--- config.mk ---
export PLATFORM = sky130hd
export DESIGN_NAME = cmd_confirm
export DESIGN_NICKNAME = d
export VERILOG_FILES = /design/src/rtl/cmd_confirm.sv
export SDC_FILE = /design/constraint.sdc
export NUM_CORES = 1
export LEC_CHECK = 0
export ABC_AREA = 1
export CORE_AREA = 2 2 65 67
export CTS_CLUSTER_SIZE = 24
export DETAILED_ROUTE_END_ITERATION = 10
export DIE_AREA = 0 0 67 69
export DONT_BUFFER_PORTS = 1
export PLACE_DENSITY = 0.77
export SLEW_MARGIN = 20
export SYNTH_ARGS = -nofsm -noshare
export SYNTH_HDL_FRONTEND = slang
export SYNTH_SLANG_ARGS = --single-unit
--- constraint.sdc ---
create_clock -name clk -period 4.8 [get_ports clk]
set_clock_uncertainty 0.2 [all_clocks]
set_input_delay 0.96 -clock clk [delete_from_list [all_inputs] [get_ports clk]]
set_output_delay 0.96 -clock clk [all_outputs]
set_load 0.005 [all_outputs]
--- src/rtl/cmd_confirm.sv ---
// ---------------------------------------------------------------------------
// cmd_confirm
//   Qualifies a filtered, clk-synchronous command level. A command is
//   accepted only after it has been sampled high on CONFIRM_CYCLES
//   consecutive edges. When accepted, the block drives a registered level
//   and one-cycle rise/fall pulses. It records the on-time of each normally
//   completed command. It flags a stuck-on fault when the command stays high
//   for TIMEOUT_CYCLES consecutive edges (TIMEOUT_CYCLES = 0 disables it).
//
// Handshake: none. "in" is a plain level input. Every output is a registered
//   level or a one-cycle pulse, valid in the cycle after the edge that
//   produced it.
//
// Ports:
//   clk        in   system clock, rising edge
//   aclr       in   asynchronous reset, active low
//   en         in   channel enable; low forces idle at the next edge
//   in         in   filtered command level
//   out        out  qualified command level
//   rise       out  one-cycle pulse on out 0->1
//   fall       out  one-cycle pulse on out 1->0
//   fault      out  stuck-on flag, held while faulted
//   dur        out  on-time (clk edges) of the last normally completed command
//   dbg_state  out  current FSM state, for debug and checkers
// ---------------------------------------------------------------------------
module cmd_confirm #(
  parameter int CNT_WIDTH      = 16,
  parameter int CONFIRM_CYCLES = 4,
  parameter int TIMEOUT_CYCLES = 1000
) (
  input  logic                 clk,
  input  logic                 aclr,
  input  logic                 en,
  input  logic                 in,
  output logic                 out,
  output logic                 rise,
  output logic                 fall,
  output logic                 fault,
  output logic [CNT_WIDTH-1:0] dur,
  output logic [1:0]           dbg_state
);

  typedef enum logic [1:0] {
    ST_IDLE    = 2'd0,
    ST_CONFIRM = 2'd1,
    ST_ACTIVE  = 2'd2,
    ST_FAULT   = 2'd3
  } state_t;

  localparam logic [CNT_WIDTH-1:0] CONF_LAST = CNT_WIDTH'(CONFIRM_CYCLES - 1);
  localparam logic [CNT_WIDTH-1:0] TO_LAST   = CNT_WIDTH'(TIMEOUT_CYCLES - 1);
  localparam logic                 TO_EN     = (TIMEOUT_CYCLES != 0);
  localparam logic [CNT_WIDTH-1:0] CNT_MAX   = '1;

  state_t               state_q;
  logic [CNT_WIDTH-1:0] cnt_q;
  logic [CNT_WIDTH-1:0] cnt_d;
  logic                 out_q;
  logic                 rise_q;
  logic                 fall_q;
  logic                 fault_q;
  logic [CNT_WIDTH-1:0] dur_q;

  // The run counter saturates at all-ones and never wraps back to zero.
  always_comb begin
    cnt_d = cnt_q;
    if (cnt_q != CNT_MAX) begin
      cnt_d = cnt_q + CNT_WIDTH'(1);
    end
  end

  always_ff @(posedge clk or negedge aclr) begin
    if (!aclr) begin
      state_q <= ST_IDLE;
      cnt_q   <= '0;
      out_q   <= 1'b0;
      rise_q  <= 1'b0;
      fall_q  <= 1'b0;
      fault_q <= 1'b0;
      dur_q   <= '0;
    end else begin
      rise_q <= 1'b0;
      fall_q <= 1'b0;
      if (!en) begin
        // Disable wins over everything. A live command ends with a fall
        // pulse, but that on-time is not a normal completion, so dur keeps
        // its old value.
        state_q <= ST_IDLE;
        cnt_q   <= '0;
        out_q   <= 1'b0;
        fault_q <= 1'b0;
        if (state_q == ST_ACTIVE) begin
          fall_q <= 1'b1;
        end
      end else begin
        case (state_q)
          ST_IDLE: begin
            if (in) begin
              state_q <= ST_CONFIRM;
              cnt_q   <= CNT_WIDTH'(1);
            end
          end
          ST_CONFIRM: begin
            if (!in) begin
              // Glitch shorter than the confirm window: drop it silently.
              state_q <= ST_IDLE;
              cnt_q   <= '0;
            end else begin
              cnt_q <= cnt_d;
              if (cnt_q == CONF_LAST) begin
                state_q <= ST_ACTIVE;
                out_q   <= 1'b1;
                rise_q  <= 1'b1;
              end
            end
          end
          ST_ACTIVE: begin
            if (!in) begin
              state_q <= ST_IDLE;
              out_q   <= 1'b0;
              fall_q  <= 1'b1;
              dur_q   <= cnt_q;
              cnt_q   <= '0;
            end else if (TO_EN && (cnt_q == TO_LAST)) begin
              state_q <= ST_FAULT;
              out_q   <= 1'b0;
              fall_q  <= 1'b1;
              fault_q <= 1'b1;
              cnt_q   <= cnt_d;
            end else begin
              cnt_q <= cnt_d;
            end
          end
          ST_FAULT: begin
            // Leaving the fault is quiet: out is already low, so no pulse.
            if (!in) begin
              state_q <= ST_IDLE;
              fault_q <= 1'b0;
              cnt_q   <= '0;
            end else begin
              cnt_q <= cnt_d;
            end
          end
          default: begin
            state_q <= ST_IDLE;
            cnt_q   <= '0;
          end
        endcase
      end
    end
  end

  assign out       = out_q;
  assign rise      = rise_q;
  assign fall      = fall_q;
  assign fault     = fault_q;
  assign dur       = dur_q;
  assign dbg_state = state_q;

endmodule

======== After elaboration in Yosys (flattened, before gate mapping) ========
Cells that the tools add are included.
word-level totals
  register bits ........................... 38
  input port bits ......................... 4
  output and inout bits ................... 22
operators by class
  add/subtract/negate cells ............... 1
  equal/unequal tests ..................... 17
  multiplexer cells ....................... 33
  bitwise logic cells ..................... 1
  reductions and logical operators ........ 7
operators with widths
  kind                                                                     number
  16-bit 2-to-1 mux                                                        4
  16-bit case mux with 2 select lines                                      1
  1-bit 2-to-1 mux                                                         18
  16-bit by 1-bit adder with 16-bit output, second input constant          1
  16-bit by 10-bit == test with 1-bit output, second input constant        1
  16-bit by 2-bit == test with 1-bit output, second input constant         1
  16-bit inequality test, second input constant                            1
  3-bit inequality test, second input constant                             5
  2-bit 2-to-1 mux                                                         7
  4-bit AND reduction                                                      3
  4-bit by 3-bit inequality test with 1-bit output, second input constant  2
  2-bit case mux with 4 select lines                                       1
  3-bit by 1-bit inequality test with 1-bit output, second input constant  2
  2-bit == test, second input constant                                     2
  4-bit inequality test, second input constant                             1
  1-bit case mux with 2 select lines                                       2
  3-bit by 2-bit inequality test with 1-bit output, second input constant  1
  3-bit AND reduction                                                      1
  3-bit OR reduction                                                       1
  2-bit by 1-bit == test with 1-bit output, second input constant          1
  2-bit logical NOT                                                        1
  2-bit AND reduction                                                      1
  1-bit NOT                                                                1

======== Longest topological paths before layout ========
  depth after elaboration ................. 5
  mapped depth ............................ 11
  gate-level depth less buffers ........... 11

======== Worst setup path after synthesis ========
OpenSTA, ideal clock, no wires.
  kind .................................... input to register
  start point ............................. in in
  end point ............................... reg cnt_q[3]
  arrival time ............................ 1.922 ns
  required time ........................... 4.482 ns
  slack ................................... 2.560 ns
  cell stages on the path ................. 11
  path buffers ............................ 2
  path through ............................ buf_4 -> nand2_2 -> inv_2 -> nand2_1 -> nor2_2 -> nand2_4 -> nand2_4 -> inv_4 -> buf_12 -> nand3_2 -> o21ai_2
on the way
  longest elaborated chain between the ends .. 3
  elaborated cells on any way between the ends .. 6
ends and longest elaborated chain
  item                                 RTL line  RTL
  from (decl)                          34        input logic in,
  16-bit 2-to-1 mux                    104, 136
  16-bit case mux with 2 select lines  96        case (state_q)
  16-bit 2-to-1 mux                    84        if (!en) begin
  to (signal assigned)                 109       cnt_q <= cnt_d;
  to (signal assigned)                 131       cnt_q <= cnt_d;
  to (signal assigned)                 141       cnt_q <= cnt_d;
  to (decl)                            56        logic [CNT_WIDTH-1:0] cnt_q;
Several ways; a longest one is shown, not always the timed one.
A chain may end at the register's enable or synchronous reset.

======== Worst setup path after layout ========
  start point ............................. reg cnt_q[0]
  end point ............................... reg cnt_q[5]
on the way
  longest elaborated chain between the ends .. 5
  elaborated cells on any way between the ends .. 8
ends and longest elaborated chain
  item                                      RTL line  RTL
  from (signal assigned)                    109
  from (signal assigned)                    129       cnt_q <= cnt_d;
  from (signal assigned)                    131
  16-bit by 1-bit adder with 16-bit output  68        cnt_d = cnt_q + CNT_WIDTH'(1);
  16-bit 2-to-1 mux                         67        if (cnt_q != CNT_MAX) begin
  16-bit 2-to-1 mux                         104, 136
  16-bit case mux with 2 select lines       96
  16-bit 2-to-1 mux                         84
Several ways; a longest one is shown, not always the timed one. The select of a mux whose other input is x is not followed.

==> flow_metrics.tcl <==
set metrics [dict create \
    status "finished clean" \
    max-vdd-ir-drop_v 0.000171 \
    grt_start_max_net_pins 39 \
    utilization_pct 57.3 \
    crit_slowest_cell "dfrtp_1" \
    first_global_vias 1739 \
    r2r_cells 10 \
    cts_resized 0 \
    cts-hold-fix-buffers 0 \
    drv_cap 0 \
    place_ws_ns 2.55 \
    cts.sinks 38 \
    synth_seq_area_share_pct 44.8 \
    insertion_delay_ns 0.29 \
    grt_pass1_wl_mm 8.12 \
    path_class "reg2reg" \
    worstPathMaxFanout 16 \
    ys_types 25 \
    pwr_density_cell_nw_per_um2 330 \
    r2r-end "cnt_q[5]" \
    port_buffers 0 \
    cp-start-kind "flop" \
    syn_inst 276 \
    die_area_um2 4620 \
    drt_iter0_markers 139 \
    max-slew-margin-rel_pct 48.4 \
    cts_tree "built" \
    path_clk_slew_ns 0.08 \
    total_power_mw 0.740 \
    r2r_setup_slack_ns 2.83 \
    die_h_um 69 \
    rsz0062_at_grt "false" \
    place_congestion 0.908 \
    syn_area_um2 2120 \
    r2r-start "cnt_q[0]" \
    nets 280 \
    grt_overflow 0 \
    cts_setup_buffers 0 \
    cp_top_family "simple AND/OR/NAND/NOR gates" \
    fin_cells 325 \
    leakage_nw 1.02 \
    synth_nets 281 \
    drt-total-wl_mm 4.66 \
    required_ns 4.78 \
    clockBufferDepth 2 \
    crit_chain "ha_1 -> nand2_2 -> nor2_2 -> nand2_2 -> nor2_4 -> nand2_4 -> nand2_4 -> inv_4 -> nand3_1 -> o21ai_2" \
    rows 23 \
    start_util_pct 54.3 \
    core_um2 3910 \
    crit_arrival_ns 1.95 \
    cts-root-buf "clkbuf_8" \
    first_pass_iters 4 \
    via_per_inst 5.53 \
    critPathCaptureType "flop" \
    avgSynthCellArea_um2 7.69 \
    diodes 0 \
    ant_nets 0 \
    antenna_found_initial 0 \
    synth-seq-cells 38 \
    area_growth_pct 5.60 \
    wl_per_cell_um 14.3 \
    die_w_um 67 \
    synth_warnings 0 \
    tightestPinTransition_ns 0.773 \
    period_minus_slack_ns 1.97 \
    fin_setup_tns_ns 0 \
    drive_gt1_share_pct 12.4 \
    post-route-drc-count 0 \
    hold_path_class "in2async" \
    worst-path-buf-inv 1 \
    h-tree-depth 2 \
    cts_inserted_buffers 5 \
    grt_use_total_pct 23.2 \
    worst_slack_ns 2.83 \
    dp_cells 318 \
    maxSlewViolCount 0 \
    slowest_delay_ns 0.38 \
    io_pins 26 \
    finalHoldViolCount 0 \
    fmax_mhz 508 \
    vias 1796 \
    fin_crit_sh_pct 41.0 \
    setup_viol 0 \
    hpwl_mm 3.50 \
]
==> logic make-up after synthesis <==
| logic type | Yosys count | share of synthesized area (%) |
|---|---|---|
| compound gates | 33 | 9.55 |
| xor+xnor | 4 | 1.65 |
| fa+ha+maj | 1 | 0.589 |
| buf+inv | 44 | 9.13 |
| flops | 38 | 44.8 |
| simple gates | 156 | 34.3 |
==> per-stage QoR <==
| stage | hold slack (ns) | area (µm²) |
|---|---|---|
| after global routing | 0.140 | 2240 |
| after CTS | 0.149 | 2240 |
| final | 0.152 | 2240 |
| after floorplan | 0.275 | 2120 |
| after detailed placement | 0.300 | 2130 |
| after global placement | 0.293 | 2130 |
==> worst max-delay path by stage <==
stage	start	end	slack [ns]	cells past startpoint
after detailed placement	en	dur[8]	2.55	4
after global placement	en	dur[8]	2.62	4
after floorplan	in	cnt_q[3]	2.56	11
after global routing	dbg_state[1]	dur[5]	2.50	7
final	cnt_q[0]	cnt_q[5]	2.83	10
after CTS	dbg_state[1]	dur[8]	2.82	6
==> layout by cell type, fill, tap and decap left out <==
cell type and count:
nand2_2 5, nand3_1 25, o21ai_0 21, clkbuf_8 6, inv_1 32, a21oi_1 2
nor2_1 33, nor2_4 3, inv_4 1, o2111ai_1 1, bufinv_16 1, dfrtp_1 38
o21ai_2 9, nand2_1 62, ha_1 1, nand2_4 2, nand3_2 1, nor2_2 3
nand4_1 15, xor2_1 4, and3_1 1, nor3_1 6, inv_2 3
==> power breakdown <==
part           internal, mW  leakage [nW]  total (mW)  switching [mW]
Sequential            0.338         0.525       0.356          0.0181
Clock                 0.166        0.0573       0.276           0.110
Combinational        0.0289         0.443       0.108          0.0789
Total                 0.533          1.02       0.740           0.207
==> cells in the mapped netlist (all sizes together) <==
library cell,instances,area (µm²)
a21oi,2,10.0
and3,1,6.26
buf,5,45.0
clkbuf,3,11.3
dfrtp,38,951
ha,1,12.5
inv,36,138
nand2,69,287
nand3,26,135
nand4,15,93.8
nor2,39,176
nor3,6,30.0
o2111ai,1,8.76
o21ai,30,184
xor2,4,35.0
==> routing by layer <==
metal  GRT usage [%]  vias to the layer above  share of wire (%)
met4            10.4                        0                3.2
met3            6.53                       11                8.2
met2            33.0                       81                 43
met1            32.5                      814                 45
met5               0                        -                  0
li1                -                      890                  -
==> final cells by class <==
type,instances,area [µm²]
Clock inverter,1,30.0
Tap cell,50,62.6
Clock buffer,6,82.6
Sequential cell,38,951
Multi-Input combinational cell,194,978
Fill cell,372,1670
Inverter,36,138
==> state kept, by name, indices dropped and copies added, names as in the netlist <==
name and flops:
cnt_q 16, dbg_state 2, dur 16, fall 1, fault 1, out 1
rise 1
==> worst reg2reg max path: stages (launching register included) <==
cell	delay (ns)
dfrtp_1	0.38
ha_1	0.31
nand2_2	0.10
nor2_2	0.10
nand2_2	0.10
nor2_4	0.14
nand2_4	0.12
nand2_4	0.11
inv_4	0.11
nand3_1	0.13
o21ai_2	0.06
Power figures use the tool's default switching activity.
